==> config.mk <==
export PLATFORM = sky130hd
export DESIGN_NAME = mem_arbiter
export DESIGN_NICKNAME = d
export VERILOG_FILES = /design/src/rtl/mem_arbiter_pkg.sv /design/src/rtl/mem_arb_rr_pick.sv /design/src/rtl/mem_arbiter.sv
export SDC_FILE = /design/constraint.sdc
export NUM_CORES = 1
export LEC_CHECK = 0
export ABC_AREA = 1
export CAP_MARGIN = 20
export CORE_AREA = 2 2 339 341
export CTS_CLUSTER_DIAMETER = 40
export DETAILED_ROUTE_END_ITERATION = 16
export DIE_AREA = 0 0 341 343
export PLACE_DENSITY = 0.4
export SYNTH_ARGS = -nofsm -noshare
export SYNTH_HDL_FRONTEND = slang
export SYNTH_SLANG_ARGS = --single-unit
==> constraint.sdc <==
create_clock -name clk -period 13.85 [get_ports clk]
set_input_delay 2.0775 -clock clk [delete_from_list [all_inputs] [get_ports clk]]
set_output_delay 2.0775 -clock clk [all_outputs]
set_load 0.01 [all_outputs]
==> src/rtl/mem_arbiter_pkg.sv <==
// Shared encodings and default widths for the I/D memory arbiter.
package mem_arbiter_pkg;

  localparam int ADDR_W_DEF = 28;
  localparam int DATA_W_DEF = 128;

  typedef enum logic [1:0] {
    IDLE = 2'd0,
    BUSY = 2'd1,
    RESP = 2'd2
  } state_t;

  typedef enum logic {
    GNT_I = 1'b0,
    GNT_D = 1'b1
  } grant_t;

endpackage

==> src/rtl/mem_arb_rr_pick.sv <==
// Two-way round-robin pick, purely combinational; gnt bit 0 = I-cache, bit 1 = D-cache.
// Zero latency; a lone requester always wins, on contention the master not granted last wins.
module mem_arb_rr_pick
  import mem_arbiter_pkg::*;
(
  input  logic       i_req,
  input  logic       d_req,
  input  logic       last_grant,
  output logic [1:0] gnt
);

  always_comb begin
    gnt = 2'b00;
    if (i_req && d_req) begin
      gnt = (last_grant == GNT_I) ? 2'b10 : 2'b01;
    end else if (d_req) begin
      gnt = 2'b10;
    end else if (i_req) begin
      gnt = 2'b01;
    end
  end

endmodule

==> src/rtl/mem_arbiter.sv <==
// Shares one memory port between I-cache and D-cache, one transaction at a time.
// mem_* asserts the cycle after capture; master ready pulses the cycle after mem_ready; losers wait.
module mem_arbiter
  import mem_arbiter_pkg::*;
#(
  parameter int ADDR_W = ADDR_W_DEF,
  parameter int DATA_W = DATA_W_DEF
) (
  input  logic              clk,
  input  logic              proc_reset,
  input  logic              i_mem_read,
  input  logic              i_mem_write,
  input  logic [ADDR_W-1:0] i_mem_addr,
  input  logic [DATA_W-1:0] i_mem_wdata,
  output logic [DATA_W-1:0] i_mem_rdata,
  output logic              i_mem_ready,
  input  logic              d_mem_read,
  input  logic              d_mem_write,
  input  logic [ADDR_W-1:0] d_mem_addr,
  input  logic [DATA_W-1:0] d_mem_wdata,
  output logic [DATA_W-1:0] d_mem_rdata,
  output logic              d_mem_ready,
  output logic              mem_read,
  output logic              mem_write,
  output logic [ADDR_W-1:0] mem_addr,
  output logic [DATA_W-1:0] mem_wdata,
  input  logic [DATA_W-1:0] mem_rdata,
  input  logic              mem_ready
);

  state_t            state;
  grant_t            grant;
  grant_t            last_grant;
  logic              cap_read;
  logic              cap_write;
  logic [ADDR_W-1:0] cap_addr;
  logic [DATA_W-1:0] cap_wdata;
  logic [DATA_W-1:0] resp_data;
  logic              i_rdy_q;
  logic              d_rdy_q;
  logic [1:0]        pick;

  mem_arb_rr_pick u_pick (
    .i_req      (i_mem_read | i_mem_write),
    .d_req      (d_mem_read | d_mem_write),
    .last_grant (last_grant),
    .gnt        (pick)
  );

  always_ff @(posedge clk or posedge proc_reset) begin
    if (proc_reset) begin
      state      <= IDLE;
      grant      <= GNT_I;
      last_grant <= GNT_I;
      cap_read   <= 1'b0;
      cap_write  <= 1'b0;
      cap_addr   <= '0;
      cap_wdata  <= '0;
      resp_data  <= '0;
      i_rdy_q    <= 1'b0;
      d_rdy_q    <= 1'b0;
    end else begin
      i_rdy_q <= 1'b0;
      d_rdy_q <= 1'b0;
      case (state)
        IDLE: begin
          // read+write together is served as a write
          if (pick[1]) begin
            grant     <= GNT_D;
            cap_write <= d_mem_write;
            cap_read  <= d_mem_read & ~d_mem_write;
            cap_addr  <= d_mem_addr;
            cap_wdata <= d_mem_wdata;
            state     <= BUSY;
          end else if (pick[0]) begin
            grant     <= GNT_I;
            cap_write <= i_mem_write;
            cap_read  <= i_mem_read & ~i_mem_write;
            cap_addr  <= i_mem_addr;
            cap_wdata <= i_mem_wdata;
            state     <= BUSY;
          end
        end
        BUSY: begin
          if (mem_ready) begin
            resp_data  <= mem_rdata;
            last_grant <= grant;
            i_rdy_q    <= (grant == GNT_I);
            d_rdy_q    <= (grant == GNT_D);
            state      <= RESP;
          end
        end
        RESP:    state <= IDLE;
        default: state <= IDLE;
      endcase
    end
  end

  assign mem_read    = (state == BUSY) & cap_read & ~mem_ready;
  assign mem_write   = (state == BUSY) & cap_write & ~mem_ready;
  assign mem_addr    = cap_addr;
  assign mem_wdata   = cap_wdata;
  assign i_mem_rdata = resp_data;
  assign d_mem_rdata = resp_data;
  assign i_mem_ready = i_rdy_q;
  assign d_mem_ready = d_rdy_q;

endmodule

# After elaboration in Yosys (flattened, before gate mapping)
# Cells that the tools add are included.
dict set report totals {
  input_bits 447
  out_inout_bits 416
  register_bits 292
  elab_cells 53
}
dict set report classes {
  bitwise 12
  n_eq_ne 3
  reduce_logical 6
  n_mux 22
}
# operator n
set op_table {}
lappend op_table {{$mux W128} 2}
lappend op_table {{$mux W28} 2}
lappend op_table {{$mux W2} 6}
lappend op_table {{$mux W1} 11}
lappend op_table {{$and A1 B1 Y1} 6}
lappend op_table {{$reduce_and A2 Y1} 3}
lappend op_table {{$not A1 Y1} 4}
lappend op_table {{$pmux W2 S2} 1}
lappend op_table {{$ne A3 B3 Y1 const B} 1}
lappend op_table {{$eq A2 B1 Y1 const B} 1}
lappend op_table {{$logic_not A2 Y1} 1}
lappend op_table {{$ne A2 B2 Y1 const B} 1}
lappend op_table {{$or A1 B1 Y1} 2}
lappend op_table {{$reduce_bool A2 Y1} 1}
lappend op_table {{$logic_and A1 B1 Y1} 1}

# Logic depth before layout (Yosys ltp)
# Gate-level depths: netlist of the first run.
dict set report depth {
  ltp_word 7
  ltp_mapped 8
  ltp_nobuf 7
}

# Cells and area by module
# From an unflattened synthesis of the first run, not the netlist that was laid out.
dict set report hier_totals {
  hier_cells 1884
  area_unflattened_um2 13940.9
}
# mod n_inst area_each_um2 seq_area_each_um2 cells_per_inst
set by_module_without_submodules {}
lappend by_module_without_submodules {mem_arbiter 1 13920.9 7307.0 1879}
lappend by_module_without_submodules {mem_arb_rr_pick 1 20.0 0.0 5}

# Least setup slack after synthesis of the first run
# Ideal clock, no wire load.
dict set report synth_timing {
  path_type {input to output}
  from {input port mem_ready}
  to {output port mem_read}
  slack_ps 9426
  path_buffers 0
  stages 3
  t_required_ps 11773
  arrival_time_ps 2347
  path_cell_list {inv_1 nand2_1 nor2_1}
}
dict set report synth_between {
  elab_chain_cells 2
}
# item line_no
set synth_lines {}
lappend synth_lines {{from (decl)} mem_arbiter.sv:28} ;# input logic mem_ready
lappend synth_lines {{$not A1 Y1} mem_arbiter.sv:99} ;# assign mem_read = (state == BUSY) & cap_read & ~mem_ready;
lappend synth_lines {{$and A1 B1 Y1} mem_arbiter.sv:99}
lappend synth_lines {{to (decl)} mem_arbiter.sv:23} ;# output logic mem_read,
# No other way between the ends.

# Worst setup path after layout of the first run
# Ends and elaborated chain as after synthesis.

==> results of run 1 <==
[routing by layer]
layer,vias to the layer above,wire length (um),global-route usage [%]
li1,7169,-,-
met2,644,40100,23.1
met4,40,3120,6.68
met3,185,7720,5.60
met1,6926,32500,15.3
met5,-,263,0
[logic make-up (layout without fill, tap and decap cells)]
kind of cell | count (synthesis) | count (layout) | share of synthesized area [%]
AO/OA/AOI/OAI | 3 | 3 | 0.127
buffers and inverters | 406 | 1200 | 14.6
flip-flops | 292 | 292 | 49.6
other | 0 | 12 | 0
AND/OR/NAND/NOR | 1189 | 1189 | 35.6
[flip-flops by register name, summed over array words and instances, names as in the netlist, 2 cells and up]
register / flops
d_mem_rdata: 128
mem_wdata: 128
mem_addr: 28
state: 2
[synthesized netlist by cell type]
library cell  count  share of area, %
clkbuf_1         24              0.61
o21ai_2           1             0.059
buf_2            75               2.5
inv_2             2             0.051
nand2_1         866                22
inv_1           163               4.2
o21ai_0           1             0.034
nand3_1         157               5.3
nand2_2           2             0.085
nor2_1            8              0.20
dfrtp_1         292                50
o21ai_1           1             0.034
nand3b_1        156               8.0
buf_4           142               7.2
[how the worst max path moves through the flow]
stage,startpoint,to,slack [ns],depth (start not counted)
2_1_floorplan,proc_reset,cap_read,3.71,1
3_3_place_gp,mem_ready,mem_read,8.42,5
3_5_place_dp,mem_ready,mem_write,8.41,5
4_1_cts,mem_ready,mem_read,8.40,5
5_1_grt,mem_ready,mem_read,8.34,5
6_report,mem_ready,mem_read,8.41,5
[worst max-delay path: cells and delay by family]
kind                   cells  cell delay, ns
buffers and inverters      3            1.09
and+or+nand+nor            2            0.20
[where the power goes]
part | internal (mW) | leakage [nW] | switching, mW
clock network | 1.45 | 1.48 | 0.642
logic | 1.39 | 7.41 | 1.42
registers | 1.28 | 3.57 | 0.386
total | 4.13 | 12.5 | 2.45
[placed cells by master (no fill, tap or decap)]
master and n:
clkbuf_8 14, clkbuf_16 86, nand3b_1 156, o21ai_0 1, o21ai_4 1, inv_6 3, clkinv_4 2, buf_12 1
nand2_4 1, clkinvlp_4 12, dfrtp_1 292, clkbuf_1 10, inv_4 1, nor2_1 8, diode_2 12, nand3_1 157
inv_16 3, nand2_8 2, clkdlybuf4s50_1 862, inv_1 161, o21ai_1 1, clkinv_16 1, clkinv_2 18, bufinv_16 13
inv_8 1, buf_4 12, nand2_1 865
[final cells by class]
class	count	share of cell area, %
Inverter	165	2.37
Tap cell	1512	7.01
Multi-Input combinational cell	1192	19.7
Clock buffer	110	8.83
Sequential cell	292	27.1
Antenna cell	12	0.111
Timing Repair Buffer	875	32.4
Clock inverter	50	2.55
[stage by stage]
step / setup WS [ns] / hold WS [ns] / area, um^2 / std cells
4_1_cts: 8.40 / 0.477 / 27000 / 4196
3_5_place_dp: 8.41 / 0.464 / 23900 / 4036
3_3_place_gp: 8.42 / 0.462 / 23900 / 4036
5_1_grt: 8.34 / 0.484 / 27000 / 4203
2_1_floorplan: 3.71 / 0.426 / 14700 / 1890
6_report: 8.41 / 0.473 / 27000 / 4208
==> run metrics, run 1 <==
core area=113,000 um^2; CTS buffer count=between 80 and 90; hold-critical path depth=2; Crit. End Element=primary output; Max Clock Freq=0.184 GHz; Worst Path Max Fanout=3; Die Area=about 120,000 um^2; Layout Nets=3,059; critical-path cell list=clkdlybuf4s50_1 > inv_1 > nand2_1 > nor2_1 > clkdlybuf4s50_1; initial core utilization=between 10% and 20%; synthesized area=between 10,000 and 15,000 um^2; cells after synthesis=1,890; TNS Setup=0 ns; CTS root buffer=clkbuf_16; total power=6.58 mW; Initial DRC Count=624; P&R area growth vs syn=83.3%; TritonCTS clock tree=built; num ports=about 860; share of cells above drive strength 1=6.37%; YS warnings=0; Post-CTS Setup Inserts=0; syn_area_per_cell=7.79 um^2; die height=343 um; status=complete, no violations; worst path required time=between 10 and 15 ns; final WL=between 80,000 and 90,000 um; Tcrit/Tclk final=39.3%; PD cells=244 nW/um^2; Post-route DRC=0; Detail Route Antenna Nets=0; hold buffer count at CTS=0; Multi-input gate area=approximately 5300 um^2; I/O Buffers=862; peak supply drop=0.0857 mV; first-pass GRT wire length=116,000 um; clk buf depth=3; Yosys reg bits=292; FF+latch area=~7300 um^2; FILL cells=12,500; GR Overflow Total=0; CTS clk-pin slew, worst paths=0.04 ns; Worst-Skew Late Latency=0.64 ns; WL/cell=19.9 um; gpl congestion=0.783; Hold Path Sink=mem_wdata[96]; Worst Reg-to-Reg Cells=6; post-synthesis sequential area ratio=around half; Rel. slew slack=29.4%; Slew Limit Fails=0; Worst Setup Path Type=in -> out; Vias/cell=3.56; Overall Global Routing Usage=13.8%; hold_sp=mem_wdata[96]; Rows=124; final setup violation count=0; chip width=341 um; Max Cap Violations=0; CTS H-tree depth=3; CP arrival=3.36 ns; # clock sinks=292; Pre-Repair DR Iteration Count=5; Crit-path slowest cell=clkdlybuf4s50_1; via count=roughly 15,000; Reg2Reg Setup Slack=10.77 ns; post-synthesis net count=around 2,300; crit-path most repeated cell=clkdlybuf4s50_1; Lkg Pwr=12.5 nW; Min-Delay Path Class=reg -> reg; largest net degree at the start of global routing=~130; RSZ-0062 raised after global routing=false; Post-DP HPWL=63,000 um; Startpoint Class=input pin; Final Util=roughly a quarter; critical path's largest stage delay=~0.55 ns; vias in the first global route=between 15,000 and 20,000; Worst R2R End=d_mem_rdata[121]; initial antenna violation count=49; R2R Path Start=state[1]; distinct cell type count after synthesis=14; worst slew pin tran=roughly 1.1 ns; final hold vios=0; clk_skew=0.0367 ns; fin crit period=approximately 5.4 ns; post-CTS resize count=0
No activity file was read; power rests on OpenSTA's default activity.
==> inputs of run 2 (changes only) <==
--- a/config.mk
+++ b/config.mk
@@ -11,7 +11,7 @@
 export CTS_CLUSTER_DIAMETER = 40
 export DETAILED_ROUTE_END_ITERATION = 16
 export DIE_AREA = 0 0 341 343
-export PLACE_DENSITY = 0.4
+export PLACE_DENSITY = 0.41
 export SYNTH_ARGS = -nofsm -noshare
 export SYNTH_HDL_FRONTEND = slang
 export SYNTH_SLANG_ARGS = --single-unit
==> constraint.sdc (replaced) <==
create_clock -name clk -period 4.45 [get_ports clk]
set_input_delay 0.6675 -clock clk [delete_from_list [all_inputs] [get_ports clk]]
set_output_delay 0.6675 -clock clk [all_outputs]
set_load 0.01 [all_outputs]
==> run 2 against run 1 <==
  * Count of clock-buffer cells in the layout down 14
  * Non-clock buffer count increased by 18
  * Design area decreased by 0.30%
  * Critical endpoint unchanged
  * Largest cell class unchanged
  * Largest power group unchanged
  * Highest routed layer unchanged
==> run metrics, run 2 (synthesis gave the netlist of run 1 again) <==
Clk pwr share=29.7% (-2.2 points); I/O Buffers=862 (unchanged); fin crit period=2.80 ns; Rows=124 (unchanged); Initial DRC Count=784 (+26%); commonest non-fill, non-tap cell in the layout=nand2_1; Lkg Pwr=12.4 nW (-0.18%); internal power=12.5 mW (+200%); Final Util=23.7% (-0.072 points); RSZ-0062 raised after global routing=false; reported net switching power=7.52 mW (+210%); Worst R2R End=mem_addr[26]; CTS clk-pin slew, worst paths=0.05 ns (about the same); Hold Path Sink=i_mem_ready; Max Clock Freq=0.357 GHz; share of power burned in registers=25.8% (+0.4 points); Hold Slack=0.462 ns (-0.0105 ns); worst slew pin tran=0.990 ns (-0.0689 ns); fin cells=4,198 (-0.24%); peak supply drop=0.347 mV (+300%); Die Area=117,000 um^2 (unchanged); Post-DP HPWL=64,400 um (+2.2%); R2R Path Start=state[0]; CTS H-tree depth=3 (unchanged); family with the most delay on the worst path=buffers and inverters; Rel. slew slack=34.0% (+4.6 points); post-CTS resize count=0 (unchanged); clk buf depth=3 (unchanged); Reg2Reg Setup Slack=2.37 ns (-8.40 ns); first-pass GRT wire length=115,000 um (-0.72%); hold buffer count at CTS=0 (unchanged); TNS Setup=0 ns (unchanged); CTS buffer count=76 (-12%); final hold vios=0 (unchanged); critical-path cell list=nor2_1 > nand2_1 > nor2_1 > clkdlybuf4s50_1; PD cells=746 nW/um^2 (+210%); final setup violation count=0 (unchanged); Layout Nets=3,067 (+0.26%); largest net degree at the start of global routing=158 (+24%); critical path's largest stage delay=0.57 ns (+0.02 ns); Logic pwr share=44.4% (+1.6 points); Tcrit/Tclk final=63.0%; Min-Delay Path Class=reg -> reg; crit path from=state[1]; hold-critical path depth=1 (-1); chip width=341 um (unchanged); Startpoint Class=flop; initial core utilization=13.0% (unchanged); Net Sw Frac=37.5% (+0.19 points); P&R area growth vs syn=82.7%; Worst Reg-to-Reg Cells=6 (unchanged); # clock sinks=292 (unchanged); Detail Route Antenna Nets=0 (unchanged); Post-route DRC=0 (unchanged); Worst Path Max Fanout=3 (unchanged); Worst Setup Path Type=reg -> out; Slew Limit Fails=0 (unchanged); crit-path most repeated cell=nor2_1; placed instance count=4,054 (+0.45%); hold_sp=grant; core area=113,000 um^2 (unchanged); Overall Global Routing Usage=13.7% (-0.12 points); status=complete, no violations; FILL cells=12,400 (-0.77%); Post-CTS Setup Inserts=0 (unchanged); Worst-Skew Late Latency=0.63 ns (about the same); Pre-Repair DR Iteration Count=5 (unchanged); num ports=863 (unchanged); share of cells above drive strength 1=6.19% (-0.18 points); Vias/cell=3.56 (+0.17%); worst path required time=3.78 ns (-7.99 ns); most frequent cells in the layout=nand2_1 (865), clkdlybuf4s50_1 (862), dfrtp_1 (292); CP arrival=2.13 ns (-1.23 ns); TritonCTS clock tree=built; Crit. End Element=primary output; via count=15,000 (-0.067%); WL/cell=19.7 um (-0.88%); WP buf/inv=1 (-2); final WL=82,800 um (-1.1%); gpl congestion=0.786 (+0.33%); Crit-path slowest cell=clkdlybuf4s50_1; CTS root buffer=clkbuf_16; clk_skew=0.0327 ns (-0.00404 ns); Max Cap Violations=0 (unchanged); die height=343 um (unchanged); vias in the first global route=15,400 (-0.94%); initial antenna violation count=23 (-53%); GR Overflow Total=0 (unchanged)
-- run 2: area by class of cell --
| cell class | instances | area (um^2) | share of cell area [%] |
|---|---|---|---|
| clock buffers | 96 | 2060 | 7.65 |
| repair buffers | 893 | 8990 | 33.4 |
| clock inverters | 43 | 704 | 2.62 |
| multi-input cells | 1192 | 5310 | 19.7 |
| flip-flops and latches | 292 | 7310 | 27.2 |
| diodes | 5 | 12.5 | 0.0465 |
| inverters | 165 | 636 | 2.36 |
| well taps | 1512 | 1890 | 7.03 |
-- run 2: metrics by stage --
stage          total power [mW]  worst slack (ns)  cell area, um^2
2_1_floorplan              9.13           -0.0927            14700
3_3_place_gp               14.4              1.50            24100
3_5_place_dp               14.4              1.50            24100
4_1_cts                    20.6              1.55            26900
5_1_grt                    21.4              1.53            26900
6_report                   20.1              1.65            26900
-- run 2: worst reg2reg max path: cells and delay by family (launching register included) --
kind,cells,cell delay (ns)
buffers and inverters,2,0.91
AND/OR/NAND/NOR,4,0.73
flip-flops,1,0.37
-- run 2: worst max path at each step --
stage / to / slack [ns] / depth (start not counted)
6_report: mem_read / 1.65 / 4
3_5_place_dp: mem_addr[26] / 1.50 / 8
4_1_cts: mem_read / 1.55 / 4
2_1_floorplan: cap_read / -0.09 / 1
5_1_grt: mem_write / 1.53 / 4
3_3_place_gp: mem_wdata[8] / 1.50 / 8
-- run 2: metal layers --
metal	share of wire, %	track usage [%]
met1	41	16.4
met2	49	23.1
met3	7.2	3.95
met4	3.1	5.35
met5	0.089	0
-- run 2: power by group through the flow --
| stage | logic [mW] | registers [mW] | clock network [mW] |
|---|---|---|---|
| floorplan | 3.75 | 5.38 | 0 |
| global placement | 9.15 | 5.23 | 0 |
| detailed placement | 9.16 | 5.23 | 0 |
| CTS | 9.17 | 5.23 | 6.16 |
| global route | 9.75 | 5.37 | 6.29 |
| finish | 8.92 | 5.18 | 5.97 |
==> inputs of run 3 (changes only) <==
--- a/config.mk
+++ b/config.mk
@@ -11,7 +11,7 @@
 export CTS_CLUSTER_DIAMETER = 40
 export DETAILED_ROUTE_END_ITERATION = 16
 export DIE_AREA = 0 0 341 343
-export PLACE_DENSITY = 0.41
+export PLACE_DENSITY = 0.4
 export SYNTH_ARGS = -nofsm -noshare
 export SYNTH_HDL_FRONTEND = slang
 export SYNTH_SLANG_ARGS = --single-unit
==> constraint.sdc (replaced) <==
create_clock -name clk -period 2.65 [get_ports clk]
set_input_delay 0.3975 -clock clk [delete_from_list [all_inputs] [get_ports clk]]
set_output_delay 0.3975 -clock clk [all_outputs]
set_load 0.01 [all_outputs]
==> run 3 against run 2 <==
  * Clock skew grew 0.0062 ns
  * Clock power grew 63%
  * Hold slack lost 0.30 ns
  * Total power grew 69%
  * Count of clock-buffer cells in the layout grew 10
  * Largest cell class unchanged
  * Largest power group unchanged
  * Highest routed layer unchanged
==> run metrics, run 3 (synthesis gave the netlist of run 1 again) <==
Tcrit/Tclk final=93.4%; final WL=84,900 um (+2.6%); Startpoint Class=flop; Rel. slew slack=60.5% (+26 points); RSZ-0062 raised after global routing=false; commonest non-fill, non-tap cell in the layout=nand2_1; CTS buffer count=79 (+3.9%); worst path required time=2.25 ns (-1.53 ns); Pre-Repair DR Iteration Count=5 (unchanged); Worst Setup Path Type=reg -> out; CTS H-tree depth=3 (unchanged); CP arrival=2.08 ns (-0.05 ns); status=complete, no violations; initial antenna violation count=39 (+70%); vias in the first global route=15,600 (+1.0%); clk buf depth=3 (unchanged); peak supply drop=0.523 mV (+51%); share of cells above drive strength 1=7.75% (+1.6 points); WL/cell=20.0 um (+1.6%); Post-route DRC=0 (unchanged); worst slew pin tran=0.593 ns (-0.397 ns); crit path from=state[1]; first-pass GRT wire length=118,000 um (+2.3%); Die Area=117,000 um^2 (unchanged); Worst-Skew Late Latency=0.63 ns (about the same); Crit. End Element=primary output; # clock sinks=292 (unchanged); end of the critical path=mem_read; Min-Delay Path Class=in -> async; Max Clock Freq=about 0.4 GHz; I/O Buffers=862 (unchanged); Worst Reg-to-Reg Cells=6 (unchanged); TritonCTS clock tree=built; Reg2Reg Setup Slack=0.93 ns (-1.44 ns); Initial DRC Count=727 (-7.3%); Layout Nets=3,107 (+1.3%); Rows=124 (unchanged); core area=113,000 um^2 (unchanged); P&R area growth vs syn=85.9%; Vias/cell=3.59 (+0.83%); largest net degree at the start of global routing=86 (-46%); post-CTS resize count=0 (unchanged); initial core utilization=13.0% (unchanged); final instance area=27,400 um^2 (+1.7%); CTS root buffer=clkbuf_16; Detail Route Antenna Nets=0 (unchanged); Overall Global Routing Usage=14.0% (+0.30 points); clk_skew=0.0389 ns (+0.00620 ns); hold buffer count at CTS=0 (unchanged); Worst R2R End=mem_wdata[67]; final setup violation count=0 (unchanged); Max Cap Violations=0 (unchanged); fin crit period=~2.5 ns; Worst Path Max Fanout=3 (unchanged); R2R Path Start=state[0]; PD cells=1240 nW/um^2 (+66%); most frequent cells in the layout=nand2_1 (865), clkdlybuf4s50_1 (862), dfrtp_1 (292); num ports=863 (unchanged); Hold Slack=0.164 ns (-0.298 ns); final hold vios=0 (unchanged); chip width=341 um (unchanged); Lkg Pwr=12.7 nW (+2.0%); GR Overflow Total=0 (unchanged); Area after DPL=24,600 um^2 (+2.1%); via count=15,200 (+1.8%); Slew Limit Fails=0 (unchanged); Post-DP HPWL=68,100 um (+5.7%); gpl congestion=0.808 (+2.9%); Post-CTS Setup Inserts=0 (unchanged); die height=343 um (unchanged); CTS clk-pin slew, worst paths=0.04 ns (about the same)
[run 3: changes by cell type in the layout (fill, tap and decap cells not counted), sizes merged]
| cell | change |
|---|---|
| buf | +37 |
| bufinv | -9 |
| clkbuf | +10 |
| clkinv | +2 |
| clkinvlp | +2 |
| diode | -1 |
| inv | +1 |
[run 3: metal layers]
metal  part of all wire, %  routed length [um]  GRT usage [%]  up-vias
li1                      -                   -              -     7245
met1                    41               34900           16.9     7134
met2                    48               41200           23.8      669
met3                   8.1                6890           4.76      151
met5                  0.22                 190              0        -
met4                   2.1                1780           3.52       30
[run 3: worst max-delay path, stage by stage (launching register included)]
cell and delay [ns]:
dfrtp_1 0.38, nor2_1 0.23, nand2_1 0.15, nor2_1 0.11, clkdlybuf4s50_1 0.57
[run 3: worst min-delay path by stage]
| stage | start | endpoint | slack (ns) | cells after the start |
|---|---|---|---|---|
| floorplan | grant | i_mem_ready | 0.43 | 1 |
| CTS | proc_reset | mem_wdata[45] | 0.14 | 2 |
| finish | proc_reset | mem_wdata[45] | 0.16 | 2 |
| detailed placement | grant | i_mem_ready | 0.46 | 1 |
| global placement | mem_addr[16] | mem_addr[16] | 0.46 | 2 |
| global route | proc_reset | mem_wdata[45] | 0.15 | 2 |
[run 3: layout make-up]
class                           instances  area (um^2)
Antenna cell                            4         10.0
Multi-Input combinational cell       1192         5310
Inverter                              165          636
Timing Repair Buffer                  930         9490
Clock buffer                          106         2250
Tap cell                             1512         1890
Fill cell                           12400        86000
Sequential cell                       292         7310
Clock inverter                         39          483
[run 3: power by group]
group | leakage (nW) | switching, mW | total [mW] | internal, mW
clock | 1.32 | 3.19 | 9.74 | 6.55
sequential | 3.57 | 2.02 | 8.73 | 6.71
combinational | 7.80 | 7.71 | 15.4 | 7.74
total | 12.7 | 12.9 | 33.9 | 21.0
[run 3: through the flow]
| stage | total power, mW | instances | setup TNS [ns] | utilization [%] | worst slack (ns) |
|---|---|---|---|---|---|
| 4_1_cts | 34.7 | 4236 | 0 | 24.1 | 0.0663 |
| 2_1_floorplan | 15.3 | 1890 | -473.82 | - | -1.62 |
| 3_3_place_gp | 24.6 | 4091 | 0 | 21.7 | 0.245 |
| 3_5_place_dp | 24.6 | 4091 | 0 | 21.7 | 0.244 |
| 5_1_grt | 36.0 | 4238 | 0 | 24.1 | 0.00926 |
| 6_report | 33.9 | 4240 | 0 | 24.1 | 0.175 |
==> RTL change (flow settings as in run 2) <==
Set the package constant `DATA_W_DEF` to 132 (it was 128).
--- a/src/rtl/mem_arbiter_pkg.sv
+++ b/src/rtl/mem_arbiter_pkg.sv
@@ -2,7 +2,7 @@
 package mem_arbiter_pkg;
 
   localparam int ADDR_W_DEF = 28;
-  localparam int DATA_W_DEF = 128;
+  localparam int DATA_W_DEF = 132;
 
   typedef enum logic [1:0] {
     IDLE = 2'd0,
Ports: changed (6 resized); port bits go from 863 to 887. The function was not compared with the original's and may differ.
==> RTL change against run 2 <==
- worst setup slack worse by 72 ps
- critical path depth unchanged
- final cell count rose by 1.8%
- routed wire length is 4.2% higher
- via count up 2.3%
- synthesized area grew 2.0%
- die area unchanged
- sequential cell count increased by 8
- sequential share of layout area shrank 0.16 points
- design area rose by 3.4%
- power grew 5.9%
- largest cell class unchanged
==> RTL change: results (changes against run 2) <==
Layout
  • Antenna cell count: 4 (-1)
  • Multi-input logic area: 5440 µm² (+2.5%)
  • Seq area share: 27.0% (-0.16 points)
  • Non-clock buffer share: 32.8% (-0.57 points)
  • Count of non-CTS buffers in the layout: 904 (+1.2%)
  • Fill cell count: 12400 (-0.18%)
  • Clock buf count: 116 (+21%)
  • Logic inverters: 169 (+2.4%)
  • Fin nets: 3146 (+2.6%)
  • Clock tree cell share of total cell area: 11.4% (+1.2 points)
  • Multi-In Gates: 1224 (+2.7%)
  • FF+latch count: 300 (+2.7%)
  • Layout cell share with drive strength beyond 1: 6.31% (+0.12 points)

Global route
  • Global-route wire length before repair: 119 mm (+3.2%)
  • Pin count of the biggest net entering global routing: 114 (-28%)
  • Number of global-route vias before repair: 15300 (-0.54%)
  • Initial antenna violation count: 31 (+35%)
  • GRT Util Overall: 14.2% (+0.48 points)

Yosys
  • Async S/R FF share, synth: 100% (unchanged)
  • Synth Net Count: 2399 (+2.7%)
  • Top cells by area, synth: dfrtp_1 (50%), nand2_1 (22%), nand3b_1 (8.0%)
  • Synthesis Warnings: 0 (unchanged)
  • Top cells by count, synth: nand2_1 (891), dfrtp_1 (300), inv_1 (166), nand3_1 (161), nand3b_1 (160)
  • Yosys cell types: 15 (+1)
  • Register area share after synthesis: 50.0% (+0.34 points)

Die
  • Chip width: 341 µm (unchanged)

Worst setup path
  • Crit-path slowest cell: clkdlybuf4s50_1
  • Reg2reg start: state[1]
  • Worst r2r dst: d_mem_rdata[105]
  • Worst-path fanout max: 3 (unchanged)
  • R2r setup slk: 1960 ps (-410 ps)
  • Max incr delay on CP: 590 ps (+20 ps)
  • Crit path DAT: 2210 ps (+80 ps)
  • Crit-path leading delay family: buffers and inverters

Drt
  • First drt pass iteration count: 5 (unchanged)
  • DRT iter0 DRCs: 645 (-18%)
  • DRT Wirelength: 86.2 mm (+4.2%)
  • Number of vias per cell: 3.58 (+0.52%)

Timing
  • Fin Setup TNS: 0 ps (unchanged)
  • Final Skew: 41.7 ps (+9.04 ps)
  • Measured slew at the worst slew-check pin: 831 ps (-159 ps)
  • Worst Hold Slack: 446 ps (-16.3 ps)

Place
  • Place WS: 1310 ps (-185 ps)
  • HPWL Detailed: 66.0 mm (+2.4%)
  • DP Area: 24600 µm² (+2.0%)
  • Buffers on Ports: 886 (+2.8%)
  • GP Congestion: 0.770 (-2.0%)

Clock network
  • H-tree Lvls: 3 (unchanged)
  • Buffers inserted by post-CTS timing repair: 0 (unchanged)
  • Root Buffer: clkbuf_16
  • PostCTS Resize Cnt: 0 (unchanged)
  • CTS Buf Count: 88 (+16%)

Power and ir drop
  • Leak pwr: 12.9 nW (+3.8%)
  • Peak supply drop: 0.320 mV (-7.7%)
  • Total internal power: 13.4 mW (+6.9%)

Hold path
  • Hold crit path type: reg -> reg
  • Hold Path Cell Cnt: 1 (unchanged)
  • Hold EP: i_mem_ready

Status
  • Status: finished clean
## RTL change: cell count changes after synthesis, moves of 3 or more
cell / run 2 / this run
clkbuf_1: 24 / 60
buf_2: 75 / 41
nand2_1: 866 / 891
buf_1: 0 / 13
buf_4: 142 / 133
dfrtp_1: 292 / 300
nand3_1: 157 / 161
nand3b_1: 156 / 160
inv_1: 163 / 166
## RTL change: how the worst max path moves through the flow
stage,slack (ps),start,depth (start not counted),end
2_1_floorplan,-200,proc_reset,1,cap_read
3_3_place_gp,1290,d_mem_write,8,mem_wdata[47]
3_5_place_dp,1310,d_mem_write,8,mem_wdata[47]
4_1_cts,1390,state[1],4,mem_read
5_1_grt,1390,state[1],4,mem_write
6_report,1580,state[1],4,mem_read
## RTL change: per-layer routing
metal | global-route usage (%) | vias up | wire length [µm]
met5 | 0 | - | 94
met4 | 2.85 | 16 | 1300
met3 | 5.52 | 134 | 7420
met2 | 25.6 | 636 | 43900
met1 | 15.8 | 7150 | 33500
li1 | - | 7364 | -
## RTL change: metrics by stage
step	util, %	cells	power, mW
floorplan	-	1940	9.31
global placement	21.7	4109	14.8
detailed placement	21.7	4109	14.8
CTS	24.5	4269	21.8
global route	24.5	4269	22.6
finish	24.5	4273	21.2
## RTL change: power groups by stage
stage               combinational, mW  clock, mW  sequential, mW
finish                           9.21       6.80            5.23
global route                     10.1       7.14            5.42
CTS                              9.54       7.01            5.27
detailed placement               9.51          0            5.28
global placement                 9.52          0            5.27
floorplan                        3.79          0            5.53
## RTL change: cell families (layout without fill, tap and decap cells)
group                  Yosys count  in the layout  share of synthesized area (%)
buffers and inverters          416           1233                           14.1
AO/OA/AOI/OAI                    3              3                          0.125
AND/OR/NAND/NOR               1221           1221                           35.9
other                            0              4                              0
flip-flops                     300            300                           50.0
